$ cat config.mk
export PLATFORM = sky130hd
export DESIGN_NAME = decoder_scan_driver
export DESIGN_NICKNAME = d
export VERILOG_FILES = /design/src/rtl/decoder_scan_pkg.sv /design/src/rtl/decoder_scan_timer.sv /design/src/rtl/decoder_scan_driver.sv
export SDC_FILE = /design/constraint.sdc
export NUM_CORES = 1
export LEC_CHECK = 0
export ABC_AREA = 1
export ABC_CLOCK_PERIOD_IN_PS = 1900
export CAP_MARGIN = 20
export CORE_UTILIZATION = 35
export CTS_CLUSTER_DIAMETER = 80
export DETAILED_ROUTE_END_ITERATION = 12
export MAX_ROUTING_LAYER = met4
export SLEW_MARGIN = 20
export SYNTH_ARGS = -nofsm -noshare
export SYNTH_HDL_FRONTEND = slang
export SYNTH_HIERARCHICAL = 1
export SYNTH_SLANG_ARGS = --single-unit
$ cat constraint.sdc
create_clock -name clk -period 1.9 [get_ports clk]
set_input_delay 0.57 -clock clk [delete_from_list [all_inputs] [get_ports clk]]
set_output_delay 0.57 -clock clk [all_outputs]
set_load 0.03 [all_outputs]
$ cat src/rtl/decoder_scan_pkg.sv
// Shared types and sizing helpers for the decoder scan driver.
package decoder_scan_pkg;

  typedef enum logic [1:0] {IDLE, BLANK, DRIVE} scan_state_t;

  // Phase timer must hold 0 .. max(dwell, blank) - 1 without overflow.
  function automatic int unsigned timer_width(input int unsigned dwell,
                                               input int unsigned blank);
    int unsigned longest;
    longest = (dwell > blank) ? dwell : blank;
    return $clog2(longest + 1);
  endfunction

endpackage

$ cat src/rtl/decoder_scan_timer.sv
// Phase timer: cleared by load, counts up and saturates at term_val,
// with term flagging that the terminal value has been reached.
module decoder_scan_timer #(
  parameter int unsigned WIDTH = 2
) (
  input  logic             clk,
  input  logic             rst,
  input  logic             load,
  input  logic [WIDTH-1:0] term_val,
  output logic             term
);

  logic [WIDTH-1:0] count_q, count_d;

  assign term = (count_q == term_val);

  always_comb begin
    count_d = count_q;
    if (load) begin
      count_d = '0;
    end else if (!term) begin
      count_d = count_q + 1'b1;
    end
  end

  always_ff @(posedge clk) begin
    if (rst) begin
      count_q <= '0;
    end else begin
      count_q <= count_d;
    end
  end

endmodule

$ cat src/rtl/decoder_scan_driver.sv
// Scan driver producing sel/ena for a SEL_W-to-2^SEL_W decoder.
// Define DECODER_SCAN_BIDIR_EN for ping-pong scanning instead of wrap-around.
module decoder_scan_driver #(
  parameter int unsigned SEL_W        = 1,
  parameter int unsigned DWELL_CYCLES = 4,
  parameter int unsigned BLANK_CYCLES = 1
) (
  input  logic             clk,
  input  logic             rst,
  input  logic             run,
  output logic [SEL_W-1:0] sel,
  output logic             ena,
  output logic             frame_done,
  output logic             busy
);

  import decoder_scan_pkg::*;

  localparam int unsigned TW = timer_width(DWELL_CYCLES, BLANK_CYCLES);
  localparam logic [TW-1:0] DWELL_TERM = TW'(DWELL_CYCLES - 1);
  localparam logic [TW-1:0] BLANK_TERM = TW'((BLANK_CYCLES > 0) ? BLANK_CYCLES - 1 : 0);
  localparam scan_state_t START_STATE = (BLANK_CYCLES > 0) ? BLANK : DRIVE;

  scan_state_t      state_q, state_d;
  logic [SEL_W-1:0] sel_q, sel_d;
  logic             ena_q, ena_d;
  logic             frame_done_q, frame_done_d;
  logic             busy_q, busy_d;
  logic [SEL_W-1:0] next_code;
  logic             code_turn;
  logic             timer_load;
  logic             timer_term;
  logic [TW-1:0]    term_val;

  assign term_val = (state_q == BLANK) ? BLANK_TERM : DWELL_TERM;

  decoder_scan_timer #(.WIDTH(TW)) u_timer (
    .clk      (clk),
    .rst      (rst),
    .load     (timer_load),
    .term_val (term_val),
    .term     (timer_term)
  );

`ifdef DECODER_SCAN_BIDIR_EN
  localparam logic [SEL_W-1:0] SEL_MAX = '1;

  logic dir_down_q, dir_down_d;

  // Direction flips on the same edge that lands on an end code, so the
  // end code is driven once and the frame pulse marks the turnaround.
  always_comb begin
    next_code = dir_down_q ? sel_q - 1'b1 : sel_q + 1'b1;
    code_turn = dir_down_q ? (next_code == '0) : (next_code == SEL_MAX);
    dir_down_d = dir_down_q;
    if (!run || state_q == IDLE) begin
      dir_down_d = 1'b0;
    end else if (state_q == DRIVE && timer_term && code_turn) begin
      dir_down_d = ~dir_down_q;
    end
  end

  always_ff @(posedge clk) begin
    if (rst) begin
      dir_down_q <= 1'b0;
    end else begin
      dir_down_q <= dir_down_d;
    end
  end
`else
  always_comb begin
    next_code = sel_q + 1'b1;
    code_turn = (next_code == '0);
  end
`endif

  always_comb begin
    state_d      = state_q;
    sel_d        = sel_q;
    frame_done_d = 1'b0;
    timer_load   = 1'b0;
    case (state_q)
      IDLE: begin
        timer_load = 1'b1;
        sel_d      = '0;
        if (run) begin
          state_d = START_STATE;
        end
      end
      BLANK: begin
        if (!run) begin
          state_d    = IDLE;
          sel_d      = '0;
          timer_load = 1'b1;
        end else if (timer_term) begin
          state_d    = DRIVE;
          timer_load = 1'b1;
        end
      end
      DRIVE: begin
        if (!run) begin
          state_d    = IDLE;
          sel_d      = '0;
          timer_load = 1'b1;
        end else if (timer_term) begin
          state_d      = START_STATE;
          sel_d        = next_code;
          frame_done_d = code_turn;
          timer_load   = 1'b1;
        end
      end
      default: begin
        state_d    = IDLE;
        sel_d      = '0;
        timer_load = 1'b1;
      end
    endcase
    ena_d  = (state_d == DRIVE);
    busy_d = (state_d != IDLE);
  end

  always_ff @(posedge clk) begin
    if (rst) begin
      state_q      <= IDLE;
      sel_q        <= '0;
      ena_q        <= 1'b0;
      frame_done_q <= 1'b0;
      busy_q       <= 1'b0;
    end else begin
      state_q      <= state_d;
      sel_q        <= sel_d;
      ena_q        <= ena_d;
      frame_done_q <= frame_done_d;
      busy_q       <= busy_d;
    end
  end

  assign sel        = sel_q;
  assign ena        = ena_q;
  assign frame_done = frame_done_q;
  assign busy       = busy_q;

endmodule

==> reports/results.txt <==
Final Net Count -> 111
CTS Buf Count -> 3
Logic pwr share -> 0.187
Die Ht -> 44.3 microns
Peak supply drop -> 0.374 mV
most frequent cells in the layout -> 20 x inv_1, 19 x nand2_1, 9 x dfxtp_1
Critical Path Sink Type -> output pin
Synth Instances -> 89
arrival time at the worst endpoint -> 1.27 ns
antenna violations before repair -> 0
r2r endpoint -> busy
total number of vias -> 527
final WL -> 997 microns
hold buffer count at cts -> 0
Max Clk Rate -> 543 MHz
Leak Pwr -> 0.000393 uW
library cells used by synthesis -> 20
Critical Setup Path Class -> register to output pin
slowest CP cell -> clkdlybuf4s50_1
RR Startpoint -> state_q[0]
synth warn -> 6
DRT iter0 DRCs -> 4
Largest stage delay, worst path -> 0.68 ns
Die ar. -> 1960 sq um
crit path cell chain -> clkdlybuf4s50_1
DRT antenna net count -> 0
DP Cell Count -> 121
net switching power -> 120 uW
setup TNS -> 0 ns
Area growth syn-to-layout -> 19.8%
setup bufs post-CTS -> 0
PwrDens -> 567 nW/um^2
core box area -> 1590 sq um
Seq/Total Area, Yosys -> 0.288
H-tree depth -> 1
vias in the first global route -> 510
largest net degree at the start of global routing -> 10
layout cells sized above 1 -> 0.198
DP HPWL -> 840 microns
RSZ-0062 raised after global routing -> false
final std cells w/o fill -> 125
Hold Crit Class -> register to register
clk sinks -> 9
DR vias/cell -> 4.22
Antenna diodes -> 0
CTS resizes -> 0
FP Rows -> 14
Req. time, crit path -> 1.33 ns
CTS tree -> built
Die X -> 44.3 microns
setup violators final -> 0
family with the most delay on the worst path -> buffers and inverters
Clk pwr share -> 0.343
Slew Limit Fails -> 0
CP Launch Type -> register
gpl congestion -> 0.787
sequential power share -> 0.469
clk buf depth -> 2
Hold Crit Depth -> 2
first-pass GRT wire length -> 1910 microns
status -> finished, final reports clean
Worst Path Max Fanout -> 3
GRT Total Usage -> 0.136
number of synthesized register bits -> 9
switch share -> 0.281
I/O Pins -> 7
fin crit period -> 1.84 ns
Max-Cap Viols -> 0
Reg clk slew, reported paths -> 0.06 ns
Wirelength per Cell -> 7.98 microns
flop2flop setup slack -> 0.23 ns
hold endpoint -> frame_done
number of buffers and inverters on the critical path -> 1
FF-to-FF path depth -> 12
Hold Fails Final Rpt -> 0
P_int -> 305 uW
Hold Path Origin -> sel
DRC Markers -> 0
clk_lat worst skew -> 0.26 ns
Buffers on Ports -> 6
clock skew -> 0.00545 ns
worst hold-check slack -> 0.484 ns
DRT Pass-1 Iters -> 4
Initial Util -> 0.392
Tcrit/Tclk final -> 0.969
commonest non-fill, non-tap cell in the layout -> inv_1
Root Buffer -> clkbuf_4
mean post-synth cell area -> 7.03 sq um
Synth Cell Area -> 626 sq um
total global routing overflow -> 0
==> worst max-delay path by stage <==
stage | startpoint | end | slack [ns] | cells past startpoint
5_1_grt | sel | sel | 0.01 | 1
6_report | sel | sel | 0.06 | 1
3_3_place_gp | run | ena | 0.12 | 6
4_1_cts | sel | sel | 0.04 | 1
3_5_place_dp | run | ena | 0.12 | 6
2_1_floorplan | state_q[1] | u_timer/count_q[2] | 0.31 | 13
==> metrics by stage <==
step | setup slack (ns) | instance area [sq um] | util | total power [uW]
2_1_floorplan | 0.313 | 629 | - | 266
3_3_place_gp | 0.119 | 723 | 0.454 | 283
3_5_place_dp | 0.117 | 723 | 0.454 | 284
4_1_cts | 0.0384 | 749 | 0.470 | 437
5_1_grt | 0.0125 | 749 | 0.470 | 453
6_report | 0.0595 | 749 | 0.470 | 425
==> cells in the mapped netlist, drive strengths merged <==
cell type,n,share of area
a21oi,2,0.028
buf,1,0.018
conb,1,0.0060
dfxtp,9,0.29
ha,6,0.12
inv,22,0.13
nand2,25,0.18
nand3,7,0.092
nand3b,1,0.012
nand4,3,0.030
nor2,9,0.062
nor3,1,0.0080
o21ai,1,0.0080
xor2,1,0.014
==> metal layers <==
layer	GRT usage	vias to the layer above	wire length [microns]
met3	0.0367	3	20
met5	-	-	0
met1	0.155	227	466
li1	-	286	-
met2	0.215	11	491
met4	0.0727	0	19
==> layout make-up <==
type | count | area [sq um]
Clock buffer | 4 | 26.3
Fill cell | 168 | 845
Inverter | 22 | 82.6
Multi-Input combinational cell | 58 | 355
Sequential cell | 9 | 180
Tap cell | 24 | 30.0
Timing Repair Buffer | 8 | 75.1
==> flip-flops by register name, indices dropped and copies added, names as in the netlist <==
register         cells
ena                  1
busy                 1
frame_done           1
state_q              2
sel                  1
u_timer/count_q      3
==> power groups by stage <==
stage | registers, uW | clock network (uW) | logic (uW)
3_3_place_gp | 203 | 0 | 79.7
3_5_place_dp | 204 | 0 | 80.4
5_1_grt | 200 | 163 | 90.1
6_report | 199 | 146 | 79.5
4_1_cts | 200 | 156 | 80.8
2_1_floorplan | 208 | 0 | 58.2
==> kinds of logic after synthesis <==
logic type | share of synthesized area
compound gates | 0.0360
xor+xnor | 0.0140
fa+ha+maj | 0.120
buf+inv | 0.150
flops | 0.288
other cells | 0.00599
simple gates | 0.386
(Power assumes the default switching activity.)
